===== src/rtl/kws_argmax_detect.sv =====
// Keyword decision stage: tracks top-1/top-2 class scores over one frame and
// raises kw_detect when the same non-filler class passes thresholds CONFIRM frames in a row.
module kws_argmax_detect #(
  parameter int unsigned NUM_CLASSES    = 12,
  parameter int unsigned FILLER_CLASSES = 2,
  parameter int unsigned CONFIRM        = 3
) (
  input  logic        clk,
  input  logic        rst_n,
  input  logic [31:0] in_data,
  input  logic        in_valid,
  input  logic        frame_clr,
  input  logic [31:0] score_th,
  input  logic [31:0] margin_th,
  output logic        out_valid,
  output logic [3:0]  out_class,
  output logic [31:0] out_score,
  output logic [31:0] out_margin,
  output logic        kw_detect,
  output logic        overrun
);

  localparam logic [3:0]  LAST_IDX   = 4'(NUM_CLASSES - 1);
  localparam logic [3:0]  CONFIRM_Q  = 4'(CONFIRM);
  localparam logic [4:0]  FILLER_Q   = 5'(FILLER_CLASSES);
  localparam logic [31:0] SCORE_MIN  = 32'h8000_0000;
  localparam logic [31:0] MARGIN_MAX = 32'h7FFF_FFFF;

  typedef enum logic [1:0] {
    COLLECT = 2'd0,
    DECIDE  = 2'd1,
    REPORT  = 2'd2
  } state_t;

  state_t             state;
  logic [3:0]         cnt;
  logic signed [31:0] top1;
  logic signed [31:0] top2;
  logic [3:0]         idx1;
  logic [3:0]         prev_idx;
  logic [3:0]         streak;

  logic [32:0]        diff_c;
  logic [31:0]        margin_c;
  logic               pass_c;
  logic [3:0]         streak_nxt_c;

  // Decision terms evaluated while in DECIDE; top1 >= top2 holds, so diff is non-negative
  always_comb begin
    diff_c       = {top1[31], top1} - {top2[31], top2};
    margin_c     = diff_c[32] ? 32'h0 : (diff_c[31] ? MARGIN_MAX : diff_c[31:0]);
    pass_c       = (top1 >= $signed(score_th)) && (margin_c >= margin_th) &&
                   ({1'b0, idx1} >= FILLER_Q);
    streak_nxt_c = 4'h0;
    if (pass_c) begin
      if (idx1 == prev_idx) begin
        streak_nxt_c = (streak < CONFIRM_Q) ? streak + 4'd1 : CONFIRM_Q;
      end else begin
        streak_nxt_c = 4'd1;
      end
    end
  end

  always_ff @(posedge clk or negedge rst_n) begin
    if (!rst_n) begin
      state      <= COLLECT;
      cnt        <= 4'h0;
      top1       <= SCORE_MIN;
      top2       <= SCORE_MIN;
      idx1       <= 4'h0;
      prev_idx   <= 4'hF;
      streak     <= 4'h0;
      out_valid  <= 1'b0;
      out_class  <= 4'h0;
      out_score  <= 32'h0;
      out_margin <= 32'h0;
      kw_detect  <= 1'b0;
      overrun    <= 1'b0;
    end else begin
      out_valid <= 1'b0;
      kw_detect <= 1'b0;
      overrun   <= 1'b0;
      if (frame_clr) begin
        // Abort wins over any coincident strobe, which is silently discarded
        state    <= COLLECT;
        cnt      <= 4'h0;
        streak   <= 4'h0;
        prev_idx <= 4'hF;
      end else begin
        if (in_valid && (state != COLLECT)) overrun <= 1'b1;
        case (state)
          COLLECT: begin
            if (in_valid) begin
              if (cnt == 4'h0) begin
                top1 <= $signed(in_data);
                idx1 <= 4'h0;
                top2 <= SCORE_MIN;
              end else if ($signed(in_data) > top1) begin
                top2 <= top1;
                top1 <= $signed(in_data);
                idx1 <= cnt;
              end else if ($signed(in_data) > top2) begin
                top2 <= $signed(in_data);
              end
              if (cnt == LAST_IDX) begin
                cnt   <= 4'h0;
                state <= DECIDE;
              end else begin
                cnt <= cnt + 4'd1;
              end
            end
          end
          DECIDE: begin
            streak     <= streak_nxt_c;
            prev_idx   <= idx1;
            out_valid  <= 1'b1;
            out_class  <= idx1;
            out_score  <= top1;
            out_margin <= margin_c;
            kw_detect  <= (streak_nxt_c == CONFIRM_Q);
            state      <= REPORT;
          end
          REPORT: begin
            // Refractory: a detection restarts the streak count
            if (kw_detect) streak <= 4'h0;
            state <= COLLECT;
          end
          default: state <= COLLECT;
        endcase
      end
    end
  end

endmodule


===== config.mk =====
export PLATFORM = sky130hd
export DESIGN_NAME = kws_argmax_detect
export DESIGN_NICKNAME = d
export VERILOG_FILES = /design/src/rtl/kws_argmax_detect.sv
export SDC_FILE = /design/constraint.sdc
export NUM_CORES = 1
export LEC_CHECK = 0
export BUFFER_PORTS_ARGS = -buffer_cell sky130_fd_sc_hd__buf_2
export CAP_MARGIN = 20
export CORE_AREA = 2 2 152 154
export CTS_BUF_LIST = sky130_fd_sc_hd__clkbuf_8 sky130_fd_sc_hd__clkbuf_16
export DETAILED_ROUTE_END_ITERATION = 6
export DIE_AREA = 0 0 154 156
export PLACE_DENSITY_LB_ADDON = 0.05
export SYNTH_ARGS = -nofsm -noshare
export SYNTH_HDL_FRONTEND = slang
export SYNTH_SLANG_ARGS = --single-unit

===== constraint.sdc =====
create_clock -name clk -period 4.9 [get_ports clk]
set_input_delay 0.735 -clock clk [delete_from_list [all_inputs] [get_ports clk]]
set_output_delay 0.735 -clock clk [all_outputs]
set_load 0.02 [all_outputs]

# Word-level counts from Yosys, hierarchy flattened
# Cells that the tools add are included.
# W data, S select, Z words.
# totals
in_bits,100
reg_bits,153
wordCells,80
out_inout_bits,71
# classes
n_mux,31
reduce_logical,18
addsub,3
n_eq_ne,8
bitwise_logic,1
n_lt_le_gt_ge,6
# ops
operator,count
$mux W32,5
$gt A32 B32 Y1,2
$mux W31,2
$mux W4,13
$sub A32 B32 Y33,1
$ge A31 B32 Y1,1
$ge A32 B32 Y1,1
$reduce_bool A2 Y1,5
$ne A3 B3 Y1 const B,3
$add A4 B1 Y4 const B,2
$pmux W4 S2,1
$reduce_and A2 Y1,4
$reduce_and A4 Y1,2
$mux W1,6
$mux W2,3
$reduce_bool A3 Y1,2
$eq A4 B2 Y1 const B,1
$eq A4 B4 Y1,1
$eq A4 B4 Y1 const B,1
$ge A4 B2 Y1 const B,1
$logic_not A4 Y1,1
$lt A4 B2 Y1 const B,1
$pmux W2 S2,1
$logic_and A1 B1 Y1,3
4 further kinds,4

# Logic depth before layout (Yosys ltp)
# depth
depth_word,10
ltp_mapped,24

# Least setup slack after synthesis
# Ideal clock, no wire load.
# synth_timing
path_kind,flip-flop to flip-flop
startpoint,register top1[0]
endpoint,register streak[1]
setup_ns,0.095
path_stages_with_launch,22
path_slack_ns,0.343
arrival_time_ns,4.462
path_cell_list,dfrtp_1 -> inv_1 -> ha_1 -> inv_1 -> fa_1 -> a21oi_1 -> nand4b_1 -> a21oi_2 -> o21ai_1 -> o211ai_2 -> nand4_1 -> a41o_1 -> clkbuf_1 -> clkbuf_1 -> nor2_1 -> ha_1 -> nand4_1 -> or4_1 -> o32ai_1 -> a21oi_1 -> a2111o_1 -> o31ai_1
# synth_between
elab_chain_cells,9
word_cells_on_any_way,10
classes_between,add/sub (1); order compare (2); mux (5); reduce/logical (2)
# synth_lines
element,line,rtl
start: declaration,37,logic signed [31:0] top1;
start signal: assignment,95,top1 <= $signed(in_data);
start signal: assignment,100,top1 <= $signed(in_data);
$sub A32 B32 Y33 *,50,"diff_c = {top1[31], top1} - {top2[31], top2};"
$mux W31,51,margin_c = diff_c[32] ? 32'h0 : (diff_c[31] ? MARGIN_MAX : diff_c[31:0]);
$mux W31 *,51,
net margin_c[26],44,logic [31:0] margin_c;
$ge A31 B32 Y1 *,52,pass_c = (top1 >= $signed(score_th)) && (margin_c >= margin_th) &&
$logic_and A1 B1 Y1 * (2 in series),52,
$mux W4 *,55,if (pass_c) begin
$pmux W4 S2 *,91,case (state)
$mux W4 *,83,if (frame_clr) begin
end signal: assignment,114,streak <= streak_nxt_c;
end: declaration,41,logic [3:0] streak;
# The timed path passes the listed nets; every way through them passes the cells marked *.
# A chain may end at the register's enable or synchronous reset.

# Worst setup path after layout
# layout_timing
startpoint,register top1[10]
endpoint,register streak[1]
# Same word-level chain as after synthesis.

==> results.cfg <==
[cells_and_area]
syn_to_final_growth_pct = 18.05
finalInstanceArea_mm2 = 0.01346
register_area_mm2 = 0.003812
multi_input_area_mm2 = 0.007056
fin_nets = 1721
fillers = 1999
drive_above_1_share_pct = 23.52
final_cells = 1756
diodes = 0

[clock_tree]
cts.sinks = 152
clk_latency_ns = 0.44
cts_max_path_buffers = 2
cts_root_buf = clkbuf_16
cts_hold_buf = 0
clk_pin_slew_ns = 0.07
numCtsBuffers = 17
htree_levels = 4
tritoncts = built

[run_status]
status = finished clean

[synth]
synth_edf_count = 0
avgSynthCellArea_um2 = 8.887
synth.area.top_cells = dfrtp_1, ha_1, mux2_2
synth_top_area_share_pct = 32.04
ys_ff_latch = 152
syn_area_mm2 = 0.01140
synth_fp_nets = 1546
ys.flop_type = dfrtp_1
synth_warnings = 0
yosysTopAreaCell = dfrtp_1
netlist_instances = 1283
seq_area_frac_synth_pct = 33.42
ys_async_sr_fraction_pct = 100.0
yosysUniqueCellTypes = 69

[pwr]
p_sw_share_pct = 47.12
total_power_mw = 8.398
switchingPower_mw = 3.958
peakVddDrop_uv = 258.8
combPwrFrac_pct = 65.4
p_per_area_mw_per_mm2 = 623.9
power_frac_clock_pct = 15.7
power_frac_seq_pct = 19.0
p_leak_nw = 7.012
p_int_mw = 4.441

[place]
hpwl_um = 23990
port-buffer-count = 169
place_inst = 1715
gp_congestion = 0.9192
post_dp_cell_area_mm2 = 0.01266

[timing]
setup-violations-final = 0
final-hold-violation-count = 0
tightest_slew_ns = 0.9815
post-route-period-util_pct = 96.79
fmax_mhz = 210.9
finalCriticalPeriod_ns = 4.743
clock_skew_ns = 0.01403
maxSlewHeadroom_pct = 34.56
slew_viol_final = 0
whs_ns = 0.3454

[route]
vias_per_cell = 5.502
drtIter0Drc = 517
wl_per_cell_um = 18.04
first_pass_iters = 4
vias = 9662
drc = 0
wirelength_um = 31690
drt.antenna.violating_nets = 0

[global_routing]
grt_max_degree = 102
grt_pass1_wl_um = 50760
track_usage_pct = 26.88
antenna_found_initial = 0
grt_overflow = 0
grt_pass1_vias = 9332

[die]
num_io_pins = 171
start_util_pct = 50.98
die_y_um = 156
rows = 55
core_region_area_mm2 = 0.02237
die_x_um = 154
die-area_mm2 = 0.02402

[run]
drv_cap = 0

[worst_hold_path]
min_path_type = in2async

[worst_setup_path]
endpoint_kind = flop
cp_data_arrival_time_ns = 5.09
start_kind = flop
worst_ep_required_time_ns = 5.25
worstSetupPathType = reg2reg
worstPathMaxFanout = 6
==> sequential cells by signal, indices dropped and copies added (netlist names) <==
register	cells
streak	4
top1	32
cnt	4
idx1	4
state	2
prev_idx	4
overrun	1
kw_detect	1
out_valid	1
top2	32
out_margin	31
out_score	32
out_class	4
==> worst paths after layout <==
check | start | to | slack [ns] | cells after the start
setup / recovery | top1[10] | streak[1] | 0.16 | 18
hold / removal | rst_n | out_margin[5] | 0.35 | 1
setup reg to reg | top1[10] | streak[1] | 0.16 | 18
hold reg to reg | out_class[2] | out_class[2] | 0.47 | 2
max in group asynchronous | rst_n | top2[31] | 3.65 | 2
min in group clk | out_class[2] | out_class[2] | 0.47 | 2
==> critical path, stage by stage (launching register included) <==
cell and delay [ns]:
dfrtp_2 0.42, ha_1 0.32, a21o_1 0.18, a311o_1 0.37
a221oi_2 0.37, o31ai_4 0.15, a41oi_2 0.29, o21a_4 0.22
xnor2_4 0.11, buf_6 0.17, nor2_1 0.20, nor2_1 0.07
ha_1 0.27, nand4_1 0.10, or4_1 0.55, o32ai_2 0.12
a21oi_2 0.06, a2111o_1 0.45, o31ai_2 0.26
==> synthesized netlist by cell type, drive strengths merged, types with 6 or more instances <==
library cell / number
xor2: 14
nor2: 129
nand4: 26
buf: 17
ha: 162
nand3: 14
nor2b: 10
inv: 137
o21ai: 101
nor3: 12
mux2i: 34
clkbuf: 30
o211ai: 8
and4: 8
dfstp: 6
mux2: 66
xnor2: 17
nand2: 132
o21a: 12
a21o: 38
a21oi: 71
dfrtp: 146
o31ai: 6
a211oi: 6
nand2b: 10
==> what timing repair did <==
action,in CTS,in global routing
resized for setup,0,45
setup endpoints to repair,0,3
setup buffers,0,10
==> logic make-up (layout without fill, tap and decap cells) <==
group | count (synthesis) | after routing | share of synthesized area [%]
and+or+nand+nor | 368 | 368 | 14.47
AOI/OAI and AO/OA | 284 | 284 | 15.67
buffers and inverters | 184 | 372 | 6.299
other | 1 | 1 | 0.03289
DFF | 152 | 152 | 33.42
adders and majority gates | 163 | 163 | 17.95
muxes | 100 | 100 | 9.536
xor gates and xnor gates | 31 | 31 | 2.612
==> cell type report <==
type | count | share of cell area, %
Tap cell | 285 | 2.649
Inverter | 137 | 3.820
Sequential cell | 152 | 28.32
Clock inverter | 15 | 1.069
Multi-Input combinational cell | 947 | 52.42
Clock buffer | 17 | 3.160
Timing Repair Buffer | 203 | 8.561
==> power by group through the flow <==
stage | Sequential (mW) | Clock [mW] | Combinational, mW
final | 1.59 | 1.32 | 5.49
after global routing | 1.61 | 1.39 | 6.07
after CTS | 1.59 | 1.35 | 4.97
after detailed placement | 1.62 | 0 | 4.93
after global placement | 1.61 | 0 | 4.89
after floorplan | 1.57 | 0 | 3.58
==> layout by cell type (no fill, tap or decap), types with 9 or more instances in the layout <==
master     instances
inv_1            139
nor2_1           116
nor3_1            12
nand2_1          132
a21o_1            38
nand4_1           26
nor2_2            11
clkbuf_16         17
nand3_1           14
dfrtp_1          145
nor2b_1           10
buf_2            168
xnor2_1           16
mux2i_1           33
o21a_1            11
o21ai_0           69
nand2b_1           9
ha_1             160
buf_4             29
mux2_2            59
o21ai_1           29
a21oi_1           64
xor2_1            13
==> per-stage QoR <==
step	util [%]	TNS [ns]	worst slack [ns]
floorplan	-	0	0.3427
global placement	56.61	0	0.1530
detailed placement	56.61	0	0.05515
CTS	59.16	0	0.04078
global route	60.18	-0.1117	-0.07047
finish	60.18	0	0.1573
==> routing by layer <==
| layer | vias up | GRT usage [%] | routed length [µm] |
|---|---|---|---|
| li1 | 4840 | - | - |
| met1 | 4560 | 39.59 | 15870 |
| met2 | 231 | 41.92 | 14100 |
| met3 | 31 | 3.806 | 1250 |
| met4 | 0 | 6.364 | 467 |
| met5 | - | 0 | 0 |
Note: power is estimated with default switching activity, not from simulation.
